$ cat config.mk
export PLATFORM = sky130hd
export DESIGN_NAME = seg_pipelined_adder
export DESIGN_NICKNAME = d
export VERILOG_FILES = /design/src/rtl/seg_pipelined_adder.sv
export SDC_FILE = /design/constraint.sdc
export NUM_CORES = 2
export LEC_CHECK = 0
export BUFFER_PORTS_ARGS = -buffer_cell sky130_fd_sc_hd__buf_2
export CORE_ASPECT_RATIO = 0.5
export CORE_UTILIZATION = 33
export DETAILED_ROUTE_END_ITERATION = 10
export SYNTH_ARGS = -nofsm -noshare
export SYNTH_HDL_FRONTEND = slang
export SYNTH_SLANG_ARGS = --single-unit
export TNS_END_PERCENT = 10
$ cat constraint.sdc
create_clock -name clk -period 13.5 [get_ports clk]
set_input_delay 0.675 -clock clk [delete_from_list [all_inputs] [get_ports clk]]
set_output_delay 0.675 -clock clk [all_outputs]
set_load 0.02 [all_outputs]
$ cat src/rtl/seg_pipelined_adder.sv
// Segmented, skewed-pipeline adder/subtractor with valid/ready flow control.
// Stage 0 registers the operands; stages 1..SEGMENTS each ripple one SEG_W-bit slice.
module seg_pipelined_adder #(
    parameter int unsigned WIDTH    = 95,
    parameter int unsigned SEGMENTS = 4
) (
    input  logic             clk,
    input  logic             rst_n,
    input  logic             in_valid,
    output logic             in_ready,
    input  logic [WIDTH-1:0] a,
    input  logic [WIDTH-1:0] b,
    input  logic             sub,
    output logic             out_valid,
    input  logic             out_ready,
    output logic [WIDTH:0]   sum,
    output logic             ovf
);
    localparam int unsigned SEG_W = (WIDTH + SEGMENTS - 1) / SEGMENTS;

    logic [WIDTH-1:0] a_q [0:SEGMENTS-1];
    logic [WIDTH-1:0] a_d [0:SEGMENTS-1];
    logic [WIDTH-1:0] b_q [0:SEGMENTS-1];
    logic [WIDTH-1:0] b_d [0:SEGMENTS-1];
    logic [WIDTH-1:0] r_q [0:SEGMENTS];
    logic [WIDTH-1:0] r_d [0:SEGMENTS];
    logic             c_q [0:SEGMENTS];
    logic             c_d [0:SEGMENTS];
    logic             v_q [0:SEGMENTS];
    logic             v_d [0:SEGMENTS];
    logic             ovf_q;
    logic             ovf_d;
    logic             adv;
    logic             cy;

    assign adv       = !v_q[SEGMENTS] || out_ready;
    assign in_ready  = adv;
    assign out_valid = v_q[SEGMENTS];
    assign sum       = {c_q[SEGMENTS], r_q[SEGMENTS]};
    assign ovf       = ovf_q;

    always_comb begin
        cy     = 1'b0;
        a_d[0] = a;
        b_d[0] = b ^ {WIDTH{sub}};
        r_d[0] = '0;
        c_d[0] = sub;
        v_d[0] = in_valid;
        for (int unsigned k = 1; k < SEGMENTS; k++) begin
            a_d[k] = a_q[k-1];
            b_d[k] = b_q[k-1];
        end
        // Stage k only touches bits inside its slice; slices past WIDTH are empty and just forward the carry.
        for (int unsigned k = 1; k <= SEGMENTS; k++) begin
            r_d[k] = r_q[k-1];
            v_d[k] = v_q[k-1];
            cy     = c_q[k-1];
            for (int unsigned i = 0; i < WIDTH; i++) begin
                if (i >= (k - 1) * SEG_W && i < k * SEG_W) begin
                    r_d[k][i] = a_q[k-1][i] ^ b_q[k-1][i] ^ cy;
                    cy        = (a_q[k-1][i] & b_q[k-1][i]) | (cy & (a_q[k-1][i] ^ b_q[k-1][i]));
                end
            end
            c_d[k] = cy;
        end
        ovf_d = (a_q[SEGMENTS-1][WIDTH-1] == b_q[SEGMENTS-1][WIDTH-1])
             && (r_d[SEGMENTS][WIDTH-1] != a_q[SEGMENTS-1][WIDTH-1]);
    end

    always_ff @(posedge clk or negedge rst_n) begin
        if (!rst_n) begin
            for (int unsigned k = 0; k < SEGMENTS; k++) begin
                a_q[k] <= '0;
                b_q[k] <= '0;
            end
            for (int unsigned k = 0; k <= SEGMENTS; k++) begin
                r_q[k] <= '0;
                c_q[k] <= 1'b0;
                v_q[k] <= 1'b0;
            end
            ovf_q <= 1'b0;
        end else if (adv) begin
            a_q   <= a_d;
            b_q   <= b_d;
            r_q   <= r_d;
            c_q   <= c_d;
            v_q   <= v_d;
            ovf_q <= ovf_d;
        end
    end
endmodule

# == Word level (Yosys, flattened, before mapping) ==
# Index checks and enable logic that the tools add are counted.
# totals
regBits,1010
# classes
eq_ne,2
bitwise_logic,476
reduce_logical,3
# op_table
cell,n
1-bit bitwise AND,190
1-bit XOR,190
1-bit OR,95
95-bit XOR,1
1-bit equality test,1
1-bit logical AND,1
1-bit zero test,1
1-bit logical OR,1
1-bit inequality test,1

# == Longest topological paths before layout ==
# depth
depth_word,49
mapped_depth,28

# == Least setup slack after synthesis ==
# No wires, ideal clock.
# synth_path
kind,register to register
startpoint,"register a_q, in the netlist a_d[190]"
endpoint,"register r_q, in the netlist r_d[213]"
required_ps,13423
setup_ps,77
arrival_ps,9548
path_slack_ps,3875
path_buffers,0
path_stages_with_launch,29
path_cell_list,dfrtp_1 fa_1 fa_1 fa_1 fa_1 fa_1 fa_1 fa_1 fa_1 fa_1 fa_1 fa_1 inv_1 fa_1 inv_1 fa_1 fa_1 fa_1 fa_1 fa_1 fa_1 fa_1 fa_1 fa_1 fa_1 fa_1 inv_1 fa_1 a21oi_1
# synth_via
elab_chain_len,48
# synth_rtl
element,line,rtl
from (decl),21,logic [WIDTH-1:0] a_q [0:SEGMENTS-1];
"from (signal, indexed assignment)",73,a_q[k] <= '0;
from (signal assigned),83,a_q <= a_d;
1-bit XOR,61,cy = (a_q[k-1][i] & b_q[k-1][i]) | (cy & (a_q[k-1][i] ^ b_q[k-1][i]));
1-bit bitwise AND,61,
1-bit OR (*),61,
1-bit bitwise AND (*),61,
1-bit OR (*),61,
1-bit bitwise AND (*),61,
1-bit OR (*),61,
1-bit bitwise AND (*),61,
[32 not listed],-,
1-bit OR (*),61,
1-bit bitwise AND (*),61,
1-bit OR (*),61,
1-bit bitwise AND (*),61,
1-bit OR (*),61,
1-bit bitwise AND (*),61,
1-bit OR (*),61,
1-bit XOR (*),60,r_d[k][i] = a_q[k-1][i] ^ b_q[k-1][i] ^ cy;
to (signal assigned),85,r_q <= r_d;
to (decl),25,logic [WIDTH-1:0] r_q [0:SEGMENTS];
# Every way passes the cells marked *; elsewhere a longest branch is shown, timed or not.
# A chain may end at the register's enable or synchronous reset.

# == Worst setup path after layout ==
# Ends and elaborated chain as after synthesis.

==> metrics.yaml <==
worst_setup_path:
  crit_slowest_cell: "fa_1"
  r2r_start: "a_d[190]"
  critPathLaunchType: "register"
  critPathBufInv: 3
  critPathTopFamily: "adder cells"
  rr_worst_depth: 28
  end_kind: "register"
  critical_path_required_ns: 14.01
  path_max_fanout: 2
  cp.arrival_ns: 10.68
  max_stage_delay_ns: 0.46
  cp-startpoint: "a_d[190]"
  cp_common_cell: "fa_1"
  crit_cells: 28
  path_class: "register to register"
floorplanning:
  core_sq_mm: 0.0940
  initial_core_util: 0.337
  num_rows: 79
  dieArea_sq_mm: 0.0974
  fp.dieH_um: 221
  die_w_um: 440
  io_pins: 294
clocking:
  clkSlewWorstSetupHoldPaths_ns: 0.06
  root_buffer: "clkbuf_16"
  insertion_delay_ns: 0.61
  htree_levels: 3
  cts_resized: 0
  cts.path.max_buffers: 3
  cts_buffers: 72
  post_cts_buffers: 0
  cts.sinks: 722
  cts_tree: "built"
  cts.hold.buffers_added: 0
synth:
  synth_area_sq_mm: 0.0317
  ys.flop_type: "dfrtp_1"
  postSynth.asyncResetShare: 1.00
  synth_fp_nets: 2061
  ys_types: 21
  post-synth-top-count-cell: "dfrtp_1"
  yosysSeqAreaShare: 0.570
  ys_ff_latch: 722
  synth_area_per_cell_sq_um: 17.9
  yosys_warnings: 0
  synth-edff-count: 0
  synth_top_area_cell: "dfrtp_1"
  yosys-top-cells-count: "dfrtp_1, mux2_4, mux2_2"
  netlist_top_cells_area: "dfrtp_1, mux2_4, mux2_2"
  synth_top_area_frac: 0.570
  syn_inst: 1770
layout:
  syn_to_final_growth_pct: 14.7
  fillers: 8646
  multi_input_area_sq_mm: 0.0125
  drive_above_1_share: 0.532
  final_cells: 3368
  ff_latch_area_sq_mm: 0.0181
  fin_area_sq_mm: 0.0363
  final_nets: 2348
timing:
  clock.fmax_mhz: 98.3
  fin_crit_sh: 0.754
  clock_skew_ns: 0.0157
  tightest_slew_ns: 1.19
  fin_tns_setup_ns: 0
  setup_viol: 0
  rsz0062_at_grt: "no"
  period_needed_ns: 10.17
  finalMaxSlewViolations: 0
  hold_violations: 0
  maxSlewHeadroom: 0.207
placed_design:
  io_buffer_count: 293
  dpl-instance-area_sq_mm: 0.0339
  dpl.hpwl_mm: 38.7
  dp.cells: 3238
  gp_congestion: 0.785
power:
  p_leak_nw: 17.0
  finalPower_mw: 9.19
  ir_drop_v: 0.000157
  pwr_density_cell_mw_per_mm2: 253
global_route:
  grt_pass1_vias: 16000
  grt_max_degree: 228
  grt_use_total: 0.124
  grt-ovfl-total: 0
  grt_antenna_before_repair: 6
  grt_pass1_wl_mm: 95.3
run:
  maxCapViolCount: 0
routing:
  wl_mm: 59.1
  drtPass1Iterations: 4
  routedWlPerCell_um: 17.5
  via_per_inst: 4.32
  via_count: 14600
  drtAntennaViolNets: 0
  first_iter_violations: 664
  drc_errors: 0
status:
  status: "completed"
min_path:
  min_path_type: "primary input to async pin"
## area by class of cell
type,count,share of cell area
Clock buffer,110,0.0603
Multi-Input combinational cell,925,0.345
Inverter,29,0.00372
Timing Repair Buffer,307,0.0447
Clock inverter,16,0.00592
Sequential cell,722,0.497
Tap cell,1255,0.0432
Antenna cell,4,0.000275
## report_power, final
| group | total [mW] | internal [mW] | leakage (nW) | switching [mW] |
|---|---|---|---|---|
| registers | 3.81 | 3.17 | 8.41 | 0.640 |
| clock network | 2.05 | 1.21 | 1.18 | 0.834 |
| logic | 3.34 | 2.07 | 7.40 | 1.27 |
| total | 9.19 | 6.45 | 17.0 | 2.74 |
## metrics by stage
step	util	setup WS (ns)	hold slack [ns]
after floorplan	-	3.87	0.379
after CTS	0.387	3.38	0.108
after detailed placement	0.361	3.40	0.441
final	0.387	3.33	0.0681
after global routing	0.387	2.88	0.130
after global placement	0.361	3.46	0.440
## final timing paths
kind | slack, ns | end
hold / removal | 0.07 | a_d[187]
max in group asynchronous | 10.34 | b_d[246]
hold reg to reg | 0.45 | out_valid
setup reg to reg | 3.33 | r_d[213]
min in group clk | 0.29 | a_d[263]
setup / recovery | 3.33 | r_d[213]
## placed cells by master, fill, tap and decap left out, drive strengths merged
cell type and count:
nand2b 1, clkbuf 110, buf 307, bufinv 5, dfrtp 722, nor3b 9, nor2b 1, inv 30
a21oi 9, mux2 706, fa 95, clkinv 9, clkinvlp 1, diode 4, ha 1, xnor2 2
o31ai 1, xor2 94, mux2i 5, nand3b 1
## sequential cells by signal, indices dropped and copies added, names as in the netlist
| signal | flops |
|---|---|
| v_d | 4 |
| b_q | 23 |
| out_valid | 1 |
| ovf | 1 |
| sum | 96 |
| r_d | 144 |
| c_q | 4 |
| a_d | 213 |
| b_d | 213 |
| a_q | 23 |
## metal layers
metal | global-route usage | part of all wire | vias to the layer above
met5 | 0 | 0 | -
met4 | 0.0472 | 0.030 | 0
met3 | 0.0207 | 0.024 | 105
met2 | 0.209 | 0.51 | 146
met1 | 0.160 | 0.44 | 7625
li1 | - | - | 6689
## cells by family after synthesis
kind of cell | Yosys count | share of synthesized area
AOI/OAI and AO/OA | 10 | 0.00166
xor gates and xnor gates | 96 | 0.0265
adders and majority gates | 96 | 0.0604
buffers and inverters | 123 | 0.0347
DFF | 722 | 0.570
muxes | 711 | 0.304
and+or+nand+nor | 12 | 0.00284
Power figures use the tool's default switching activity.
